==> config.mk <==
export PLATFORM = sky130hd
export DESIGN_NAME = rx_frame_controller_flat
export DESIGN_NICKNAME = d
export VERILOG_FILES = /design/src/rtl/rx_frame_controller_if.sv /design/src/rtl/rx_frame_controller.sv /design/src/flat_wrapper.sv
export SDC_FILE = /design/constraint.sdc
export NUM_CORES = 1
export LEC_CHECK = 0
export ABC_AREA = 1
export CORE_ASPECT_RATIO = 0.8
export CORE_MARGIN = 2
export CORE_UTILIZATION = 26
export CTS_BUF_LIST = sky130_fd_sc_hd__clkbuf_8 sky130_fd_sc_hd__clkbuf_16
export DETAILED_ROUTE_END_ITERATION = 10
export PLACE_DENSITY = 0.52
export SETUP_SLACK_MARGIN = 0.5
export SYNTH_ARGS = -nofsm -noshare
export SYNTH_HDL_FRONTEND = slang
export SYNTH_SLANG_ARGS = --single-unit
export TNS_END_PERCENT = 1
==> constraint.sdc <==
create_clock -name CLOCK_50 -period 2.18 [get_ports CLOCK_50]
set_input_delay 0.436 -clock CLOCK_50 [delete_from_list [all_inputs] [get_ports CLOCK_50]]
set_output_delay 0.436 -clock CLOCK_50 [all_outputs]
set_load 0.005 [all_outputs]
==> src/rtl/rx_frame_controller_if.sv <==
// rx_frame_controller_if: UART byte input and decoded audio sample outputs of the frame controller.
interface rx_frame_controller_if;
  logic [7:0]  RX_Data;
  logic        RX_Done;
  logic [15:0] Left_Sample;
  logic [15:0] Right_Sample;
  logic        Sample_Valid;
  logic        Checksum_Error;
  logic        Timeout_Error;
  logic [7:0]  Frame_Count;
  modport master (
    output RX_Data, RX_Done,
    input  Left_Sample, Right_Sample, Sample_Valid, Checksum_Error, Timeout_Error, Frame_Count
  );
  modport slave (
    input  RX_Data, RX_Done,
    output Left_Sample, Right_Sample, Sample_Valid, Checksum_Error, Timeout_Error, Frame_Count
  );
endinterface

==> src/rtl/rx_frame_controller.sv <==
// rx_frame_controller: decodes SYNC,L,L,R,R,CHK byte frames into stereo samples with checksum and timeout.
module rx_frame_controller #(
  parameter logic [7:0] SYNC_BYTE      = 8'hA5,
  parameter int         TIMEOUT_CYCLES = 4096
) (
  input  logic CLOCK_50,
  input  logic Reset_n,
  rx_frame_controller_if.slave bus
);
  localparam int CW = (TIMEOUT_CYCLES > 1) ? $clog2(TIMEOUT_CYCLES) : 1;
  localparam logic [CW-1:0] T_MAX = CW'(TIMEOUT_CYCLES - 1);
  typedef enum logic [2:0] {HUNT, L_MSB, L_LSB, R_MSB, R_LSB, CHECK} state_t;
  state_t        state;
  logic          rx_done_q;
  logic [15:0]   left_sh, right_sh;
  logic [7:0]    run_xor;
  logic [CW-1:0] tcnt;
  logic          strobe, expire;
  always_comb begin
    strobe = bus.RX_Done & ~rx_done_q;
    expire = (state != HUNT) && !strobe && (tcnt == T_MAX);
  end
  // a strobe always takes priority over expiry, keeping the three pulses mutually exclusive
  always_ff @(posedge CLOCK_50 or negedge Reset_n) begin
    if (!Reset_n) begin
      state              <= HUNT;
      rx_done_q          <= 1'b1;
      left_sh            <= '0;
      right_sh           <= '0;
      run_xor            <= '0;
      tcnt               <= '0;
      bus.Left_Sample    <= '0;
      bus.Right_Sample   <= '0;
      bus.Sample_Valid   <= 1'b0;
      bus.Checksum_Error <= 1'b0;
      bus.Timeout_Error  <= 1'b0;
      bus.Frame_Count    <= '0;
    end else begin
      rx_done_q          <= bus.RX_Done;
      bus.Sample_Valid   <= 1'b0;
      bus.Checksum_Error <= 1'b0;
      bus.Timeout_Error  <= 1'b0;
      tcnt <= (strobe || state == HUNT) ? '0 : (tcnt == T_MAX) ? tcnt : tcnt + 1'b1;
      if (strobe) begin
        case (state)
          HUNT: if (bus.RX_Data == SYNC_BYTE) begin
            state   <= L_MSB;
            run_xor <= '0;
          end
          L_MSB: begin
            left_sh[15:8] <= bus.RX_Data;
            run_xor       <= run_xor ^ bus.RX_Data;
            state         <= L_LSB;
          end
          L_LSB: begin
            left_sh[7:0] <= bus.RX_Data;
            run_xor      <= run_xor ^ bus.RX_Data;
            state        <= R_MSB;
          end
          R_MSB: begin
            right_sh[15:8] <= bus.RX_Data;
            run_xor        <= run_xor ^ bus.RX_Data;
            state          <= R_LSB;
          end
          R_LSB: begin
            right_sh[7:0] <= bus.RX_Data;
            run_xor       <= run_xor ^ bus.RX_Data;
            state         <= CHECK;
          end
          CHECK: begin
            state <= HUNT;
            if (bus.RX_Data == run_xor) begin
              bus.Left_Sample  <= left_sh;
              bus.Right_Sample <= right_sh;
              bus.Frame_Count  <= bus.Frame_Count + 8'd1;
              bus.Sample_Valid <= 1'b1;
            end else begin
              bus.Checksum_Error <= 1'b1;
            end
          end
          default: state <= HUNT;
        endcase
      end else if (expire) begin
        state             <= HUNT;
        bus.Timeout_Error <= 1'b1;
      end
    end
  end
endmodule

==> src/flat_wrapper.sv <==
// flat-port wrapper written by rule: the top's interface ports become plain ports
module rx_frame_controller_flat 
#(
  parameter logic [7:0] SYNC_BYTE      = 8'hA5,
  parameter int         TIMEOUT_CYCLES = 4096
)
  (CLOCK_50, Reset_n, bus_RX_Data, bus_RX_Done, bus_Left_Sample, bus_Right_Sample, bus_Sample_Valid, bus_Checksum_Error, bus_Timeout_Error, bus_Frame_Count);
  rx_frame_controller_if bus_i ();
  input  logic CLOCK_50;
  input  logic Reset_n;
  input wire logic [$bits(bus_i.RX_Data)-1:0] bus_RX_Data;
  input wire logic [$bits(bus_i.RX_Done)-1:0] bus_RX_Done;
  output wire logic [$bits(bus_i.Left_Sample)-1:0] bus_Left_Sample;
  output wire logic [$bits(bus_i.Right_Sample)-1:0] bus_Right_Sample;
  output wire logic [$bits(bus_i.Sample_Valid)-1:0] bus_Sample_Valid;
  output wire logic [$bits(bus_i.Checksum_Error)-1:0] bus_Checksum_Error;
  output wire logic [$bits(bus_i.Timeout_Error)-1:0] bus_Timeout_Error;
  output wire logic [$bits(bus_i.Frame_Count)-1:0] bus_Frame_Count;
  assign bus_i.RX_Data = bus_RX_Data;
  assign bus_i.RX_Done = bus_RX_Done;
  assign bus_Left_Sample = bus_i.Left_Sample;
  assign bus_Right_Sample = bus_i.Right_Sample;
  assign bus_Sample_Valid = bus_i.Sample_Valid;
  assign bus_Checksum_Error = bus_i.Checksum_Error;
  assign bus_Timeout_Error = bus_i.Timeout_Error;
  assign bus_Frame_Count = bus_i.Frame_Count;
  rx_frame_controller #(.SYNC_BYTE(SYNC_BYTE), .TIMEOUT_CYCLES(TIMEOUT_CYCLES)) u_core (.CLOCK_50(CLOCK_50), .Reset_n(Reset_n), .bus(bus_i));
endmodule
==> results.md <==
| Step | Parameter | This run |
| --- | --- | --- |
| setup path | CP Max Fanout | 18 |
| global routing | First-pass GRT wire length | 18.2 mm |
| job | Maximum Capacitance Violations | 0 |
| setup path | Critical Path End Type | register |
| timing | Slew Limit Headroom | 61.5% |
| timing | Fin crit share | 80.9% |
| yosys | Most area-consuming cells after synthesis | dfrtp_1 (56%), nand2_1 (20%), o21ai_0 (4.4%) |
| timing | Final critical path time including I/O delays and setup | 1760 ps |
| yosys | Dominant cell type by area after synthesis | dfrtp_1 |
| power | Gate power share | 20.2% |
| global routing | Leftover overflow at the end of global routing | 0 |
| yosys | Post-synth EDFFs | 0 |
| global routing | Initial antenna violation count | 0 |
| placement | Post-detailed-placement half-perimeter wirelength | 7.64 mm |
| floorplan | Placement row count | 42 |
| hold path | Type of the tightest min-delay check | register to register |
| yosys | Average size of a mapped cell | 8.24 sq um |
| floorplan | Core region area | 16600 sq um |
| power | Power per Cell Area | 913 nW/um^2 |
| timing | Layout Skew | 8.88 ps |
| setup path | Worst path arrival time | 2060 ps |
| power | Net switching fraction of the power | 31.0% |
| routing | Number of DRC markers after the initial detailed-route iteration | 228 |
| setup path | Critical path launch point type | input port |
| timing | RSZ-0062 raised after global routing | true |
| yosys | Yosys top cell area share | 55.8% |
| placement | Final weighted congestion in routability-driven placement | 0.784 |
| outcome | Run status | finished clean |
| placement | Port Buffers | 53 |
| timing | Final sum of negative setup slack | 0 ps |
| floorplan | Initial cell density of the core | 26.6% |
| routing | Via density per instance | 4.36 |
| setup path | WS Path Type | input port to register |
| finish | Layout overhead on the synthesized area | 31.1% |
| power | Sequential Power Share | 46.6% |
| power | Psw | 1.63 mW |
| setup path | Required time worst endpoint | 2470 ps |
| floorplan | X dimension of the die | 149 um |
| timing | Number of setup violations in the final report | 0 |
| routing | Routed wire length | 11.0 mm |
| yosys | Sequential share of the synthesized area | 56.4% |
| clock network | Clk Latency, worst-skew pair | 350 ps |
| finish | Final-stage net count | 630 |
| yosys | Flip-flop and latch count after synthesis | 99 |
| yosys | Synthesis Warnings | 0 |
| floorplan | I/O pin count | 54 |
| finish | Ratio of cells with drive above 1 in the final layout | 10.3% |
| finish | Antenna diode count | 0 |
| finish | Final non-filler cell total | 841 |
| clock network | Cell at the root of the clock tree | clkbuf_16 |
| routing | First-pass iteration count of the detailed router | 4 |
| routing | Count of antenna-violating nets left after detailed routing | 0 |
| floorplan | Vertical extent of the die | 120 um |
| floorplan | Die Footprint | 18000 sq um |
| clock network | H-tree lvl count | 3 |
| yosys | Total nets after synthesis | 547 |
| clock network | Number of buffers added by the clock tree synthesis step | 9 |
| yosys | Async SR Flop Fraction | 100% |
| power | Worst supply voltage drop on vdd | 0.371 mV |
| routing | Met2 WL post-DR | 4.87 mm |
| timing | Final Hold Fails | 0 |
| global routing | Maximum number of pins on one net before global-route repair | 36 |
| routing | Amount of wire on met3 after detailed routing | 467 um |
| yosys | Cell area after synthesis | 4400 sq um |
| timing | Max Slew Vio Count | 0 |
| power | Clk pwr share | 33.2% |
| global routing | Total Routing Usage GR | 13.0% |
| clock network | CTS tree | done |
| routing | Routed vias | 3666 |
| clock network | Clock-pin slew on the worst setup and hold paths | 70 ps |
| routing | Met1 wire length | 5.51 mm |
| routing | Highest metal layer with signal wires | met4 |
| yosys | Cell with the most instances after synthesis | nand2_1 |
| routing | # DRC | 0 |
| clock network | Num Clock Sinks | 99 |
| routing | Average wire length per cell after detail routing | 13.1 um |
| yosys | Cell variety after synth | 28 |
| global routing | Number of global-route vias before repair | 3750 |
| clock network | Maximum clock path buffer count | 2 |
| yosys | Leading register cell type out of synthesis | dfrtp_1 |
| placement | Number of cells after detailed placement | 820 |
| timing | F_max | 567 MHz |
| yosys | Cell types with the highest counts after synthesis | nand2_1 (240), dfrtp_1 (98), inv_1 (42), o21ai_0 (39), nor2_1 (30) |
| power | Int Power | 3.63 mW |
| yosys | Cells after Synth | 534 |
| timing | Slew at the pin closest to its max-slew limit | 575 ps |
| power | Leakage component of the power | 2.92 nW |
==> state kept, by name (all words and copies together) (netlist names) <==
signal / count
u_core.bus.Left_Sample: 16
u_core.bus.Right_Sample: 16
u_core.left_sh: 16
u_core.right_sh: 16
u_core.tcnt: 12
u_core.bus.Frame_Count: 8
u_core.run_xor: 8
u_core.state: 3
u_core.bus.Checksum_Error: 1
u_core.bus.Sample_Valid: 1
u_core.bus.Timeout_Error: 1
u_core.rx_done_q: 1
==> repair_timing <==
| item | 4_1_cts | 5_1_grt |
|---|---|---|
| setup buffers | 2 | 1 |
| endpoints found under the setup margin | 59 | 117 |
| hold buffers | 1 | 0 |
| pin swaps | 0 | 2 |
| gates cloned | 0 | 2 |
| endpoints found under the hold margin | 6 | 0 |
| resized for setup | 2 | 7 |
==> stage by stage <==
step           cell area [sq um]  total power [mW]  hold WS (ps)  utilization [%]  setup WS [ps]
2_1_floorplan               4400              3.16           140                -            594
3_3_place_gp                5340              3.51           380             32.3           54.4
3_5_place_dp                5340              3.54           379             32.3           1.27
4_1_cts                     5690              5.32           479             34.4            416
5_1_grt                     5770              5.65           502             34.8            314
6_report                    5770              5.27           476             34.8            416
==> per-layer routing <==
metal,track usage (%),vias up
met5,0,-
met4,3.93,0
met2,20.1,58
met1,17.2,1734
li1,-,1860
met3,4.19,14
==> cells by family (layout without fill, tap and decap cells) <==
kind of cell / after synthesis / after routing / synth area share (%)
xor+xnor: 5 / 5 / 0.996
fa+ha+maj: 2 / 2 / 0.569
flops: 99 / 99 / 56.4
compound gates: 47 / 47 / 5.60
buf+inv: 58 / 145 / 6.06
simple gates: 323 / 323 / 30.4
==> cells in the final DEF, fill, tap and decap left out, types with 4 or more instances in the layout <==
cell type        synthesis  routed
inv_1                   42      41
nand2_1                240     238
nand4_1                 23      23
buf_4                    0      27
clkdlybuf4s50_1          0      50
nor2_1                  30      29
nor3_1                   7       7
nand3_1                 15      14
xor2_1                   4       4
o21ai_0                 39      39
clkbuf_16                0      10
dfrtp_1                 98      97
buf_12                   0       4
==> critical path, stage by stage <==
cell and delay [ps]:
clkdlybuf4s50_1 510, inv_1 70, nand2_1 60, nand2_1 70, nor2_1 130, nand2_2 120
nor3_4 230, buf_12 140, buf_12 140, nand2_1 70, nand2_1 70
==> power groups by stage <==
stage	Clock (mW)	Combinational, mW	Sequential (mW)
final	1.75	1.06	2.46
after global routing	1.88	1.26	2.51
after CTS	1.81	1.06	2.45
after detailed placement	0	1.05	2.49
after global placement	0	1.03	2.48
after floorplan	0	0.755	2.40
==> area by class of cell <==
| cell class | count | area (sq um) |
|---|---|---|
| clock inverter | 5 | 85.1 |
| fill | 1720 | 10800 |
| sequential | 99 | 2480 |
| clock buffer | 10 | 239 |
| tap | 220 | 275 |
| timing repair buffer | 86 | 851 |
| multi-input combinational | 377 | 1670 |
| inverter | 44 | 165 |
==> worst paths after layout <==
kind	start	to	slack (ps)	depth (start not counted)
min in group asynchronous	Reset_n	u_core.bus.Left_Sample[13]	550	2
worst max-delay path	bus_RX_Data[2]	u_core.bus.Right_Sample[1]	420	11
worst max register to register	u_core.tcnt[0]	u_core.tcnt[2]	540	9
worst min register to register	u_core.right_sh[5]	u_core.bus.Right_Sample[5]	480	2
max in group asynchronous	Reset_n	u_core.tcnt[0]	1030	3
worst min-delay path	u_core.right_sh[5]	u_core.bus.Right_Sample[5]	480	2
Power figures use the tool's default switching activity.
